[src/rtl/conway_pkg.sv]
// Shared types and helpers for the Game-of-Life cell array and its display scanner.
package conway_pkg;

  // Prefixed literals keep them distinct from the BLANK/DWELL timing parameters.
  typedef enum logic {
    ST_BLANK = 1'b0,
    ST_DRIVE = 1'b1
  } scan_state_e;

  // Flat bit index of cell (r,c) on an n-by-n board.
  function automatic int cell_index(input int r, input int c, input int n);
    return r * n + c;
  endfunction

endpackage

[src/rtl/row_decoder.sv]
// Binary row index plus enable to a one-hot, active-high row drive vector.
module row_decoder #(
  parameter int N  = 8,
  parameter int RW = $clog2(N)
) (
  input  logic [RW-1:0] row_i,
  input  logic          en_i,
  output logic [N-1:0]  rows_o
);

  for (genvar i = 0; i < N; i++) begin : g_row
    assign rows_o[i] = en_i && (row_i == RW'(i));
  end

endmodule

[src/rtl/life_display_scanner.sv]
// Holds a tear-free snapshot of the cell array and scans it onto an N x N LED
// matrix one row at a time, with a dark gap before every row.
module life_display_scanner
  import conway_pkg::*;
#(
  parameter int N     = 8,
  parameter int DWELL = 1024,
  parameter int BLANK = 4
) (
  input  logic           clk,
  input  logic           rst,
  input  logic           ena,
  input  logic [N*N-1:0] cells,
  output logic [N-1:0]   rows,
  output logic [N-1:0]   cols,
  output logic           frame_done
);

  localparam int RW   = $clog2(N);
  localparam int PMAX = (DWELL > BLANK) ? DWELL : BLANK;
  localparam int PW   = $clog2(PMAX + 1);

  scan_state_e    state_q, state_d;
  logic [RW-1:0]  row_q, row_d;
  logic [PW-1:0]  phase_q, phase_d;
  logic [N*N-1:0] snap_q, snap_d;
  logic           pending_q, pending_d;
  logic           ena_d_q;
  logic           load;
  logic           drive;

  // Only the last dark cycle of row 0 may refresh the snapshot, so a frame is
  // always painted from a single generation.
  assign load = (state_q == ST_BLANK) && (row_q == '0) &&
                (phase_q == PW'(BLANK - 1)) && (pending_q || ena_d_q);

  always_comb begin
    state_d   = state_q;
    row_d     = row_q;
    phase_d   = phase_q + 1'b1;
    snap_d    = snap_q;
    pending_d = pending_q;

    unique case (state_q)
      ST_BLANK: begin
        if (phase_q == PW'(BLANK - 1)) begin
          phase_d = '0;
          state_d = ST_DRIVE;
        end
      end
      ST_DRIVE: begin
        if (phase_q == PW'(DWELL - 1)) begin
          phase_d = '0;
          state_d = ST_BLANK;
          row_d   = (row_q == RW'(N - 1)) ? '0 : row_q + 1'b1;
        end
      end
      default: state_d = ST_BLANK;
    endcase

    if (load) begin
      snap_d    = cells;
      pending_d = 1'b0;
    end else if (ena_d_q) begin
      pending_d = 1'b1;
    end
  end

  always_ff @(posedge clk) begin
    if (rst) begin
      state_q   <= ST_BLANK;
      row_q     <= '0;
      phase_q   <= '0;
      snap_q    <= '0;
      pending_q <= 1'b1;
      ena_d_q   <= 1'b0;
    end else begin
      state_q   <= state_d;
      row_q     <= row_d;
      phase_q   <= phase_d;
      snap_q    <= snap_d;
      pending_q <= pending_d;
      ena_d_q   <= ena;
    end
  end

  assign drive = (state_q == ST_DRIVE);

  row_decoder #(.N(N), .RW(RW)) u_row_decoder (
    .row_i  (row_q),
    .en_i   (drive),
    .rows_o (rows)
  );

  assign cols       = drive ? snap_q[cell_index(int'(row_q), 0, N) +: N] : '0;
  assign frame_done = drive && (row_q == RW'(N - 1)) && (phase_q == PW'(DWELL - 1));

endmodule

[config.mk]
export PLATFORM = sky130hd
export DESIGN_NAME = life_display_scanner
export DESIGN_NICKNAME = d
export VERILOG_FILES = /design/src/rtl/conway_pkg.sv /design/src/rtl/row_decoder.sv /design/src/rtl/life_display_scanner.sv
export SDC_FILE = /design/constraint.sdc
export NUM_CORES = 1
export LEC_CHECK = 0
export ABC_AREA = 1
export CORE_ASPECT_RATIO = 1.75
export CORE_MARGIN = 1.5
export CORE_UTILIZATION = 40
export CTS_CLUSTER_DIAMETER = 30
export DETAILED_ROUTE_END_ITERATION = 16
export HOLD_SLACK_MARGIN = 0.05
export SYNTH_ARGS = -nofsm -noshare
export SYNTH_HDL_FRONTEND = slang
export SYNTH_SLANG_ARGS = --single-unit
[constraint.sdc]
create_clock -name clk -period 2.29 [get_ports clk]
set_input_delay 0.5725 -clock clk [delete_from_list [all_inputs] [get_ports clk]]
set_output_delay 0.5725 -clock clk [all_outputs]
set_load 0.005 [all_outputs]
==> impl_metrics.toml, run 1 <==
[power_and_ir_drop]
p_leak_nw = 2.80
p_per_area_nw_per_um2 = 604
vdd_drop_max_v = 0.000413

[place]
gp_congestion = 0.926
dp_hpwl_mm = 8.67
io_buffers = 83
placedCellCount = 866
dpl-instance-area_um2 = 5280

[critical_path]
r2r-start = "row_q[0]"
reg2reg_slack_ps = 390
slowest_delay_ps = 390
critPathKind = "register to output port"
critPathTopFamily = "buffers and inverters"
cp.required_ps = 1720
crit_fanout = 6
worstPathCellList = "buf_6, buf_4, buf_4, nor2_1, nor2_1, o21ai_1, o21ai_1, nand3_1, nand2_1, dlymetal6s2s_1"
r2r_end = "snap_q[28]"
reg2reg_depth = 10
cp-end-kind = "output port"
crit_buf_inv = 4
start_kind = "register"
cp.arrival_ps = 1680
crit_slowest_cell = "dfxtp_4"

[cells_and_area]
syn2layout_area_growth_pct = 33.9
fin_cells = 890
drive_gt1_frac = 0.0868
nets = 829
fin_area_um2 = 5800
fin_util = 0.545
n_antenna_cell = 0

[floorplanning]
core-area_um2 = 10600
initial_core_util = 0.407
die-area_um2 = 11500
rows = 50
io_pins = 84
fp.dieW_um = 81.7
die_h_um = 141

[synth]
yosys-top-cells-count = "nor2_1 (149), nand2_1 (104), inv_1 (85), dfxtp_1 (81), nand3_1 (80)"
synth_cell_type_count = 20
postSynthAreaPerCell_um2 = 6.34
synth-seq-cells = 81
syn_inst = 683
syn_nets = 757
yosysTopAreaCell = "dfxtp_1"
synth_edf_count = 0
ys.flop_type = "dfxtp_1"
synth_area_um2 = 4330
yosysMostFrequentCell = "nor2_1"
yosys_warnings = 0
yosysSeqAreaShare = 0.374
synth_top_area_frac = 0.374
synth-async-reset-ratio = 0
synth_area_leaders = "dfxtp_1 (37%), nor2_1 (13%), nand3_1 (9.2%)"

[drt]
drc = 0
ant_nets = 0
first_iter_violations = 323
via_per_inst = 5.02
drtPass1Iterations = 5
wirelength_mm = 12.3
wl_per_cell_um = 13.8
vias = 4467

[grt]
grt_overflow_total = 0
grt_pass1_wl_mm = 19.5
grt_max_degree = 102
grt_antenna_before_repair = 0
grt_pass1_vias = 4102
grt_util_all_layers = 0.223

[timing]
post-route-min-period_ps = 2260
hold_viol = 0
slew_headroom = 0.727
setup_viol = 0
rsz0062_at_grt = "yes"
period_share = 0.985
final-max-slew-violation-count = 0
skew_ps = 7.86
worst_slew_pin_slew_ps = 410
clock.fmax_ghz = 0.443

[clock_tree]
holdBufCountCts = 0
cts_tree = "yes"
cts_buffers = 9
cts.sinks = 81
worstSkewPairLatency_ps = 340
cts_root_buf = "clkbuf_16"
clk_path_buf_depth = 2
cts.htree.levels = 3
clkTransAtPathRegs_ps = 60

[worst_hold_path]
hold_depth = 1
min_from = "phase_q[0]"
hp-class = "register to register"
hold_path_end = "phase_q[0]"

[run]
max-cap-violations = 0

[status]
status = "finished, final reports clean"
worst reg2reg max path, delay by kind of cell, from the launching register on:
kind,cells,cell delay (ps)
simple gates,5,540
fa+ha+maj,1,200
buf+inv,4,690
flops,1,390
report_power, final:
part           internal, mW  total, mW  switching (mW)
clock network         0.852       1.41           0.561
logic                 0.251      0.510           0.258
registers              1.50       1.58          0.0736
per-stage QoR:
stage          setup slack, ps  TNS [ps]  hold WS [ps]  power, mW
2_1_floorplan              313         0           418       1.90
4_1_cts                   -143      -924           421       3.53
6_report                  34.5         0           422       3.50
3_5_place_dp              27.3         0           443       2.11
5_1_grt                  -77.4      -102           432       3.68
3_3_place_gp              54.4         0           429       2.11
per-layer routing:
metal	routed length [um]	track usage
met2	6340	0.387
met1	4880	0.252
met3	579	0.0466
met5	0	0
met4	462	0.107
flip-flops by register name, indices dropped and copies added, names as in the netlist:
signal and cells:
snap_q 64, ena_d_q 1, phase_q 11, drive 1
row_q 3, pending_q 1
cells by family (layout without fill, tap and decap cells):
logic type / count (synthesis) / count (layout) / share of synthesized area
flip-flops: 81 / 81 / 0.374
AO/OA/AOI/OAI: 114 / 114 / 0.134
AND/OR/NAND/NOR: 340 / 340 / 0.322
XOR/XNOR: 6 / 6 / 0.0121
buffers and inverters: 135 / 212 / 0.137
adder cells (fa/ha/maj): 7 / 7 / 0.0202
area by class of cell:
cell class | instances | area, um^2
Fill cell | 1112 | 4840
Multi-Input combinational cell | 467 | 2210
Sequential cell | 81 | 1630
Timing Repair Buffer | 108 | 1160
Inverter | 88 | 338
Clock buffer | 13 | 280
Tap cell | 130 | 163
Clock inverter | 3 | 22.5
placed cells by master (no fill, tap or decap), types with 2 or more instances in the layout:
| cell | instances |
|---|---|
| o21ai_0 | 27 |
| dlygate4sd2_1 | 5 |
| xor2_1 | 4 |
| nor2_1 | 144 |
| nor2_4 | 4 |
| clkbuf_2 | 2 |
| clkbuf_16 | 10 |
| ha_1 | 2 |
| nor2_2 | 2 |
| dfxtp_2 | 3 |
| nand3_1 | 79 |
| o22ai_1 | 8 |
| inv_1 | 84 |
| ha_4 | 3 |
| xnor2_1 | 2 |
| dfxtp_4 | 2 |
| clkbuf_8 | 4 |
| dfxtp_1 | 76 |
| buf_12 | 7 |
| o21ai_1 | 13 |
| nand2_1 | 104 |
| a21oi_1 | 65 |
| ha_2 | 2 |
| inv_2 | 2 |
| buf_4 | 10 |
| clkdlybuf4s50_1 | 66 |
| nand4_1 | 5 |
| buf_6 | 5 |
| dlymetal6s2s_1 | 10 |
| clkinvlp_4 | 3 |
timing repair:
item | 4_1_cts | 5_1_grt
buffers inserted | 1 | 4
gates resized for setup | 45 | 30
cloned | 2 | 1
setup endpoints to repair | 17 | 12
pin swaps | 2 | 4
worst max path at each step:
stage               startpoint  slack, ps         to  cells after the start
floorplan             row_q[0]        310  snap_q[1]                     11
global placement      row_q[0]         50    rows[0]                      6
detailed placement    row_q[0]         30    cols[5]                      7
CTS                   row_q[0]       -140    cols[6]                      8
global route          row_q[0]        -80    cols[0]                     10
finish                row_q[0]         30    cols[0]                     10
Note: power is estimated with default switching activity, not from simulation.
==> inputs of run 2 (changes only) <==
--- a/config.mk
+++ b/config.mk
@@ -8,5 +8,7 @@
 export ABC_AREA = 1
+export CELL_PAD_IN_SITES_DETAIL_PLACEMENT = 0
+export CELL_PAD_IN_SITES_GLOBAL_PLACEMENT = 1
 export CORE_ASPECT_RATIO = 1.75
 export CORE_MARGIN = 1.5
-export CORE_UTILIZATION = 40
+export CORE_UTILIZATION = 36
 export CTS_CLUSTER_DIAMETER = 30
@@ -14,2 +16,4 @@
 export HOLD_SLACK_MARGIN = 0.05
+export PLACE_DENSITY_LB_ADDON = 0.1
+export SKIP_LAST_GASP = 1
 export SYNTH_ARGS = -nofsm -noshare
==> constraint.sdc (replaced) <==
create_clock -name clk -period 2.29 [get_ports clk]
set_input_delay 0.458 -clock clk [delete_from_list [all_inputs] [get_ports clk]]
set_output_delay 0.458 -clock clk [all_outputs]
set_load 0.005 [all_outputs]
==> run 2 against run 1 <==
Critical path depth shrank 4; routed wire length increased by 1.6%; setup slack better by 27 ps; flip-flop and latch count did not move; cell area up 0.71%; first-iteration DRC count fell by 41%; critical path type unchanged; largest cell class unchanged.
==> impl_metrics.toml, run 2 (same netlist as run 1, synthesis figures left out) <==
[status]
status = "finished, final reports clean"

[critical_path]
cp-end-kind = "output port"
slowest_delay_ps = 500
cp.arrival_ps = 1770
reg2reg_depth = 10
start_kind = "register"
reg2reg_slack_ps = 320
critPathKind = "register to output port"
worstPathCellList = "buf_12, buf_4, ha_1, inv_1, nor2_1, clkdlybuf4s50_1"
crit_fanout = 11
crit_slowest_cell = "clkdlybuf4s50_1"
cp.required_ps = 1830

[cells_and_area]
largest_register = "snap_q"
nets = 833
fillers = 1220
syn2layout_area_growth_pct = 34.8
layout_common_cells = "nor2_1 (144), nand2_1 (103), inv_1 (84)"
largest_reg_flops = 64
n_antenna_cell = 0
drive_gt1_frac = 0.0864
fin_area_um2 = 5840
layout_commonest_cell = "nor2_1"
fin_util = 0.501
top_regs = "snap_q (64), phase_q (11), row_q (3)"

[place]
dpl-instance-area_um2 = 5340
gp_congestion = 0.860
io_buffers = 83
dp_hpwl_mm = 9.13

[drt]
via_per_inst = 4.92
drtPass1Iterations = 5
drc = 0
first_iter_violations = 192
ant_nets = 0
wl_per_cell_um = 13.8
wirelength_mm = 12.4
vias = 4424

[clock_tree]
worstSkewPairLatency_ps = 340
cts.sinks = 81
holdBufCountCts = 0
clkTransAtPathRegs_ps = 60
cts_tree = "yes"
cts_buffers = 9
cts_root_buf = "clkbuf_16"
clk_path_buf_depth = 2
cts.htree.levels = 3

[timing]
slew_headroom = 0.685
final-max-slew-violation-count = 0
post-route-min-period_ps = 2230
clock.fmax_ghz = 0.449
period_share = 0.973
setup_viol = 0
skew_ps = 7.08
hold_viol = 0
rsz0062_at_grt = "yes"
worst_slew_pin_slew_ps = 471

[floorplanning]
rows = 52
initial_core_util = 0.372
die_h_um = 148
io_pins = 84
fp.dieW_um = 85.9
die-area_um2 = 12700
core-area_um2 = 11600

[grt]
grt_antenna_before_repair = 0
grt_max_degree = 59
grt_util_all_layers = 0.202
grt_overflow_total = 0
grt_pass1_vias = 4069
grt_pass1_wl_mm = 20.0

[worst_hold_path]
hp-class = "register to register"
hold_depth = 1

[power_and_ir_drop]
vdd_drop_max_v = 0.000334
p_leak_nw = 2.77
total_power_mw = 3.60
p_per_area_nw_per_um2 = 617

[run]
max-cap-violations = 0
==> run 2: cell types whose count changed in the layout (fill, tap and decap cells not counted), sizes merged <==
cell,delta
clkinv,+1
bufbuf,+2
bufinv,+1
clkinvlp,-1
clkbuf,-5
dlygate4sd2,+3
clkdlybuf4s50,+4
dlymetal6s2s,-5
buf,+3
inv,+1
==> run 2: area by class of cell <==
type / instances / area [um^2] / area share
Multi-Input combinational cell: 467 / 2180 / 0.373
Sequential cell: 81 / 1630 / 0.279
Timing Repair Buffer: 112 / 1210 / 0.207
Inverter: 88 / 338 / 0.0579
Clock buffer: 11 / 253 / 0.0433
Tap cell: 135 / 169 / 0.0289
Clock inverter: 5 / 62.6 / 0.0107
==> run 2: final timing paths <==
kind / start / endpoint
worst min-delay path: phase_q[0] / phase_q[0]
worst min register to register: phase_q[0] / phase_q[0]
worst max register to register: phase_q[0] / phase_q[0]
worst max-delay path: row_q[0] / rows[1]
==> run 2: per-stage QoR <==
| step | setup slack [ps] | setup TNS, ps | std cells | hold WS [ps] |
|---|---|---|---|---|
| floorplan | 313 | 0 | 683 | 418 |
| global placement | 128 | 0 | 876 | 427 |
| detailed placement | 118 | 0 | 876 | 462 |
| CTS | -74.9 | -92.2 | 897 | 432 |
| global route | -18.1 | -27.9 | 899 | 441 |
| finish | 61.5 | 0 | 899 | 427 |
==> run 2: power by group <==
part | internal [mW] | switching (mW) | leakage, nW | total (mW)
registers | 1.50 | 0.0676 | 0.659 | 1.57
logic | 0.263 | 0.266 | 1.96 | 0.529
clock network | 0.909 | 0.594 | 0.148 | 1.50
==> run 2: repair_timing <==
item,in CTS,in global routing
endpoints found under the setup margin,16,12
gates cloned,2,0
pin swaps,8,0
setup buffers,3,2
resized for setup,29,17
==> run 2: layer usage <==
layer	GRT usage	share of wire	vias to the layer above
met5	0	0	-
met4	0.0903	0.032	0
met3	0.0283	0.040	25
met2	0.359	0.52	121
met1	0.238	0.41	1968
li1	-	-	2310
==> run 2: critical path: cells and delay by family, from the launching register on <==
kind,cells,cell delay (ps)
fa+ha+maj,1,140
flops,1,410
simple gates,1,90
buf+inv,4,810
